File: src/rtl/mips_pkg.sv
// Shared MIPS definitions: opcode/funct encodings, register indices and datapath widths.
package mips_pkg;

  localparam int DATA_W   = 32;
  localparam int ADDR_W   = 5;
  localparam int NUM_REGS = 32;

  localparam logic [5:0] OP_RTYPE = 6'h00;
  localparam logic [5:0] OP_J     = 6'h02;
  localparam logic [5:0] OP_JAL   = 6'h03;
  localparam logic [5:0] OP_BEQ   = 6'h04;
  localparam logic [5:0] OP_BNE   = 6'h05;
  localparam logic [5:0] OP_ADDI  = 6'h08;
  localparam logic [5:0] OP_ANDI  = 6'h0C;
  localparam logic [5:0] OP_ORI   = 6'h0D;
  localparam logic [5:0] OP_XORI  = 6'h0E;
  localparam logic [5:0] OP_LUI   = 6'h0F;
  localparam logic [5:0] OP_LB    = 6'h20;
  localparam logic [5:0] OP_LH    = 6'h21;
  localparam logic [5:0] OP_LW    = 6'h23;
  localparam logic [5:0] OP_LBU   = 6'h24;
  localparam logic [5:0] OP_LHU   = 6'h25;
  localparam logic [5:0] OP_SW    = 6'h2B;

  localparam logic [5:0] FN_JR    = 6'h08;

  localparam logic [ADDR_W-1:0] REG_ZERO = 5'd0;
  localparam logic [ADDR_W-1:0] REG_RA   = 5'd31;

endpackage

File: src/rtl/id_regfile.sv
// 32x32 general-purpose register file: two asynchronous read ports, one synchronous
// write port, asynchronous active-high clear; register 0 always reads as zero.
module id_regfile
  import mips_pkg::*;
(
  input  logic              clk,
  input  logic              rst,
  input  logic [ADDR_W-1:0] ra1,
  input  logic [ADDR_W-1:0] ra2,
  input  logic              we,
  input  logic [ADDR_W-1:0] wa,
  input  logic [DATA_W-1:0] wd,
  output logic [DATA_W-1:0] rd1,
  output logic [DATA_W-1:0] rd2
);

  logic [DATA_W-1:0] gpr [NUM_REGS];

  always_ff @(posedge clk or posedge rst) begin
    if (rst) begin
      for (int i = 0; i < NUM_REGS; i++) begin
        gpr[i] <= '0;
      end
    end else if (we && (wa != REG_ZERO)) begin
      gpr[wa] <= wd;
    end
  end

  // Reads are unregistered, so a same-cycle write only becomes visible after the edge.
  assign rd1 = (ra1 == REG_ZERO) ? '0 : gpr[ra1];
  assign rd2 = (ra2 == REG_ZERO) ? '0 : gpr[ra2];

endmodule

File: src/rtl/id_stage.sv
// Instruction-decode stage: register file, writeback destination decoder and immediate extender.
// Optional build macro ID_ZERO_EXT_LOGIC_EN zero-extends the immediate for andi/ori/xori.
module id_stage
  import mips_pkg::*;
(
  input  logic              CLK,
  input  logic              RST,
  input  logic [DATA_W-1:0] Ins,
  input  logic [DATA_W-1:0] Wdata,
  output logic [DATA_W-1:0] Rdata1,
  output logic [DATA_W-1:0] Rdata2,
  output logic [DATA_W-1:0] Ed32
);

  logic [5:0]        opcode;
  logic [5:0]        funct;
  logic [ADDR_W-1:0] rs;
  logic [ADDR_W-1:0] rt;
  logic [ADDR_W-1:0] rd;
  logic              wr_en;
  logic [ADDR_W-1:0] wr_dest;
  logic              zero_ext;

  assign opcode = Ins[31:26];
  assign rs     = Ins[25:21];
  assign rt     = Ins[20:16];
  assign rd     = Ins[15:11];
  assign funct  = Ins[5:0];

  always_comb begin
    wr_en   = 1'b0;
    wr_dest = rt;
    if (opcode == OP_RTYPE) begin
      wr_dest = rd;
      wr_en   = (funct != FN_JR);
    end else if (opcode == OP_JAL) begin
      wr_dest = REG_RA;
      wr_en   = 1'b1;
    end else if ((opcode >= OP_ADDI) && (opcode <= OP_LUI)) begin
      wr_en   = 1'b1;
    end else if (opcode inside {OP_LB, OP_LH, OP_LW, OP_LBU, OP_LHU}) begin
      wr_en   = 1'b1;
    end
  end

  always_comb begin
`ifdef ID_ZERO_EXT_LOGIC_EN
    zero_ext = (opcode inside {OP_ANDI, OP_ORI, OP_XORI});
`else
    zero_ext = 1'b0;
`endif
    Ed32 = zero_ext ? {16'h0000, Ins[15:0]} : {{16{Ins[15]}}, Ins[15:0]};
  end

  id_regfile u_regfile (
    .clk (CLK),
    .rst (RST),
    .ra1 (rs),
    .ra2 (rt),
    .we  (wr_en),
    .wa  (wr_dest),
    .wd  (Wdata),
    .rd1 (Rdata1),
    .rd2 (Rdata2)
  );

endmodule

File: config.mk
export PLATFORM = sky130hd
export DESIGN_NAME = id_stage
export DESIGN_NICKNAME = d
export VERILOG_FILES = /design/src/rtl/mips_pkg.sv /design/src/rtl/id_regfile.sv /design/src/rtl/id_stage.sv
export SDC_FILE = /design/constraint.sdc
export NUM_CORES = 2
export LEC_CHECK = 0
export CAP_MARGIN = 5
export CORE_ASPECT_RATIO = 1.5
export CORE_UTILIZATION = 59
export CTS_CLUSTER_DIAMETER = 60
export CTS_CLUSTER_SIZE = 40
export DETAILED_ROUTE_END_ITERATION = 12
export PLACE_DENSITY_LB_ADDON = 0.1
export REMOVE_ABC_BUFFERS = 1
export SLEW_MARGIN = 25
export SYNTH_ARGS = -nofsm -noshare
export SYNTH_HDL_FRONTEND = slang
export SYNTH_SLANG_ARGS = --single-unit
export TNS_END_PERCENT = 1
File: constraint.sdc
create_clock -name CLK -period 48.8 [get_ports CLK]
set_input_delay 4.88 -clock CLK [delete_from_list [all_inputs] [get_ports CLK]]
set_output_delay 4.88 -clock CLK [all_outputs]
set_load 0.1 [all_outputs]
==> metrics.txt <==
# TYPE chip_impl_metric gauge
chip_impl_metric{name="tightest_slew",unit="ns"} 1.10
chip_impl_metric{name="fin_worst_hold_slack",unit="ns"} 0.404
chip_impl_metric{name="max-slew-margin-rel",unit=""} 0.269
chip_impl_metric{name="yosys_warning_total",unit=""} 0
chip_impl_metric{name="seq_power_share",unit=""} 0.498
chip_impl_metric{name="yosys_register_bits",unit=""} 1024
chip_impl_metric{name="placedCellCount",unit=""} 4420
chip_impl_info{name="min_from",value="u_regfile.gpr[998]$_DFFE_PP0P_"} 1
chip_impl_info{name="r2r-start",value="u_regfile.gpr[854]$_DFFE_PP0P_"} 1
chip_impl_metric{name="power_density",unit="nW/µm²"} 35.4
chip_impl_info{name="startpoint_type",value="input pin"} 1
chip_impl_metric{name="layout.filler_cells",unit=""} 6592
chip_impl_metric{name="internal_power",unit="mW"} 1.44
chip_impl_metric{name="firstDrtPassIters",unit=""} 7
chip_impl_metric{name="fin_cells",unit=""} 4517
chip_impl_metric{name="synth.avg_cell_area",unit="µm²"} 16.3
chip_impl_metric{name="die-width",unit="µm"} 251
chip_impl_metric{name="number_of_synthesized_flops_with_an_enable_pin",unit=""} 0
chip_impl_metric{name="cts.repair.resized",unit=""} 0
chip_impl_metric{name="postPlaceCellArea",unit="µm²"} 56900
chip_impl_metric{name="antenna_found_initial",unit=""} 6
chip_impl_metric{name="clock.fmax",unit="GHz"} 0.0691
chip_impl_metric{name="cp_data_required_time",unit="ns"} 43.92
chip_impl_info{name="type_of_the_tightest_min_delay_check",value="reg2reg"} 1
chip_impl_metric{name="area_growth_syn_to_layout",unit="%"} 7.47
chip_impl_metric{name="drt.antenna.violating_nets",unit=""} 0
chip_impl_metric{name="max-vdd-ir-drop",unit="µV"} 41.7
chip_impl_metric{name="viasPerCell",unit=""} 7.12
chip_impl_metric{name="cap_violations",unit=""} 0
chip_impl_metric{name="grt_pass1_wl",unit="mm"} 233
chip_impl_metric{name="final-setup-viol-count",unit=""} 0
chip_impl_metric{name="cts-buffers-inserted",unit=""} 50
chip_impl_metric{name="switchingPower",unit="µW"} 656
chip_impl_metric{name="p_sw_frac",unit=""} 0.314
chip_impl_metric{name="timing.critical_path.arrival",unit="ns"} 9.60
chip_impl_metric{name="cts_max_level",unit=""} 2
chip_impl_metric{name="ys_types",unit=""} 49
chip_impl_metric{name="syn_area",unit="µm²"} 55000
chip_impl_metric{name="holdBufCountCts",unit=""} 0
chip_impl_metric{name="first_iter_violations",unit=""} 3002
chip_impl_info{name="tritoncts",value="yes"} 1
chip_impl_metric{name="regToRegSetupSlack",unit="ns"} 47.95
chip_impl_info{name="critical_path.endpoint_type",value="output port"} 1
chip_impl_metric{name="max_clock_skew",unit="ns"} 0
chip_impl_metric{name="number_of_top_level_pins",unit=""} 162
chip_impl_metric{name="sequential_cell_area",unit="µm²"} 25600
chip_impl_info{name="holdPathEnd",value="u_regfile.gpr[998]$_DFFE_PP0P_"} 1
chip_impl_info{name="crit_path_start",value="Ins[21]"} 1
chip_impl_info{name="rsz0062_at_grt",value="no"} 1
chip_impl_info{name="top_regs",value="u_regfile.gpr (1024)"} 1
chip_impl_metric{name="detail_route.wl_per_cell",unit="µm"} 34.2
chip_impl_metric{name="dr_total_vias",unit=""} 32200
chip_impl_metric{name="portBuffers",unit=""} 151
chip_impl_info{name="r2r-end",value="u_regfile.gpr[854]$_DFFE_PP0P_"} 1
chip_impl_metric{name="finalInstanceArea",unit="µm²"} 59100
chip_impl_metric{name="row_count",unit=""} 136
chip_impl_metric{name="remaining_drc_errors",unit=""} 0
chip_impl_metric{name="fin_setup_tns",unit="ns"} 0
chip_impl_metric{name="place.gp.congestion",unit=""} 0.810
chip_impl_info{name="synth_top_flop_cell",value="dfrtp_1"} 1
chip_impl_metric{name="post_synth_inst_count",unit=""} 3382
chip_impl_metric{name="timing.final.max_slew_violations",unit=""} 0
chip_impl_metric{name="layout_min_cycle_time",unit="ns"} 14.48
chip_impl_metric{name="clock_power_share",unit=""} 0.278
chip_impl_metric{name="largest_reg_flops",unit=""} 1024
chip_impl_metric{name="worst_hold_path.num_cells",unit=""} 0
chip_impl_metric{name="synth.yosys.seq_area_share",unit=""} 0.466
chip_impl_metric{name="power_frac_comb",unit=""} 0.223
chip_impl_metric{name="route.final.wire_length",unit="mm"} 155
chip_impl_metric{name="drive_gt1_frac",unit=""} 0.553
chip_impl_metric{name="start_util",unit=""} 0.597
chip_impl_metric{name="die_height",unit="µm"} 376
chip_impl_metric{name="cellLeakagePower",unit="nW"} 25.9
chip_impl_metric{name="final.period_utilization",unit=""} 0.297
chip_impl_metric{name="cts_setup_buffers",unit=""} 0
chip_impl_metric{name="synthArstFlopShare",unit=""} 1.00
chip_impl_info{name="clock-root-buffer",value="clkbuf_16"} 1
chip_impl_metric{name="hold_viol_final",unit=""} 0
chip_impl_info{name="largest_register",value="u_regfile.gpr"} 1
chip_impl_metric{name="clkLatencyLatePin",unit="ns"} 0.70
chip_impl_metric{name="fp.dieArea",unit="µm²"} 94500
chip_impl_metric{name="maximum_fanout_count_along_the_critical_path",unit=""} 62
chip_impl_metric{name="detailed_place_hpwl",unit="mm"} 84.3
chip_impl_metric{name="clkSinkCount",unit=""} 1024
chip_impl_metric{name="gr-total-overflow",unit=""} 0
chip_impl_metric{name="nNetsFinal",unit=""} 3298
chip_impl_metric{name="timing.reg2reg.worst_path_depth",unit=""} 1
chip_impl_metric{name="grt_pass1_vias",unit=""} 34500
chip_impl_metric{name="grt_usage",unit=""} 0.339
chip_impl_info{name="run_status",value="complete, no violations"} 1
chip_impl_metric{name="cts.path.max_buffers",unit=""} 3
chip_impl_info{name="cp_class",value="in2out"} 1
chip_impl_metric{name="grt_max_degree",unit=""} 181
chip_impl_metric{name="core-area",unit="µm²"} 92100
chip_impl_metric{name="multi_input_area",unit="µm²"} 27300
chip_impl_metric{name="worst_setup_hold_path_clk_slew",unit="ns"} 0.09
how the worst max path moves through the flow:
stage | to | cells past startpoint
CTS | Rdata2[26] | 8
floorplan | u_regfile.gpr[0]$_DFFE_PP0P_ | 1
detailed placement | Rdata2[26] | 8
global route | Rdata1[22] | 8
finish | Rdata1[22] | 8
global placement | Rdata2[9] | 8
metal layers:
layer	share of wire	wire (µm)	vias to the layer above	global-route usage
li1	-	-	12600	-
met1	0.38	59000	17800	0.461
met2	0.50	77000	1434	0.547
met3	0.074	11400	357	0.0603
met4	0.046	7090	8	0.141
met5	0.00032	50	-	0
cells in the mapped netlist (2+ instances only):
cell,count,area share
and2_1,2,0.00023
a22oi_1,4,0.00055
nor2b_1,2,0.00023
buf_6,8,0.0016
a21oi_1,7,0.00064
buf_2,78,0.0071
mux2_4,90,0.025
o22ai_1,2,0.00023
nor3_2,4,0.00073
clkbuf_1,228,0.016
nand2b_1,2,0.00023
mux2_1,43,0.0088
nor2_2,8,0.00091
inv_1,68,0.0046
buf_8,3,0.00082
o21ai_0,66,0.0060
or3_1,5,0.00057
dfrtp_1,1024,0.47
o32ai_1,2,0.00032
a31o_2,2,0.00032
o22a_1,2,0.00032
mux2_2,859,0.18
nand2_1,75,0.0051
nor2_1,17,0.0012
buf_1,68,0.0046
or2_2,3,0.00034
mux4_2,640,0.26
buf_4,42,0.0057
nand3_1,2,0.00018
nor3_1,4,0.00036
nor3_4,3,0.00089
o41ai_1,2,0.00032
layout by cell type (no fill, tap or decap), drive strengths merged, types with 2 or more instances in the layout:
cell / synthesis / routed
nand3: 2 / 2
nor3: 11 / 11
clkinv: 0 / 19
nand2: 75 / 75
or2: 3 / 3
nor3b: 2 / 2
a21oi: 7 / 7
nand2b: 2 / 2
inv: 68 / 87
o22a: 2 / 2
nor2: 25 / 25
mux2: 992 / 992
or3b: 2 / 2
nor4: 2 / 2
clkbuf: 228 / 56
a22oi: 4 / 4
and2: 2 / 2
o22ai: 2 / 2
a31o: 2 / 2
o21ai: 66 / 66
dfrtp: 1024 / 1024
clkdlybuf4s50: 0 / 141
o32ai: 2 / 2
or3: 5 / 5
buf: 199 / 84
o41ai: 2 / 2
mux4: 640 / 640
nor2b: 2 / 2
area by class of cell:
cell class | instances | area share
Sequential cell | 1024 | 0.434
Inverter | 68 | 0.00453
Multi-Input combinational cell | 1863 | 0.462
Clock buffer | 56 | 0.0230
Timing Repair Buffer | 225 | 0.0381
Antenna cell | 1 | 0.0000423
Tap cell | 1242 | 0.0263
Clock inverter | 38 | 0.0122
metrics by stage:
step | power [mW] | worst slack, ns | utilization
global route | 2.17 | 33.99 | 0.642
CTS | 2.10 | 34.12 | 0.641
detailed placement | 1.52 | 34.13 | 0.619
floorplan | 1.37 | 15.10 | -
finish | 2.09 | 34.32 | 0.642
global placement | 1.50 | 34.16 | 0.618
worst max-delay path, cell delays in order:
cell and delay (ns):
buf_8 0.50, buf_4 0.81, buf_4 0.75, mux4_2 0.60, mux4_2 0.47, nand2_1 0.08
o21ai_0 0.24, clkdlybuf4s50_1 1.06
power groups by stage:
stage	Clock [mW]	Combinational [mW]	Sequential, mW
5_1_grt	0.619	0.493	1.06
3_5_place_dp	0	0.467	1.06
4_1_cts	0.592	0.469	1.04
6_report	0.582	0.467	1.04
3_3_place_gp	0	0.454	1.04
2_1_floorplan	0	0.339	1.03
cells by family (layout without fill, tap and decap cells):
family          Yosys count  count (layout)  share of synthesized area
compound gates           92              92                    0.00940
flops                  1024            1024                      0.466
buf+inv                 495             387                     0.0401
mux                    1632            1632                      0.471
other cells               0               1                          0
simple gates            137             137                     0.0128
xor+xnor                  2               2                   0.000319
No activity file was read; power rests on OpenSTA's default activity.
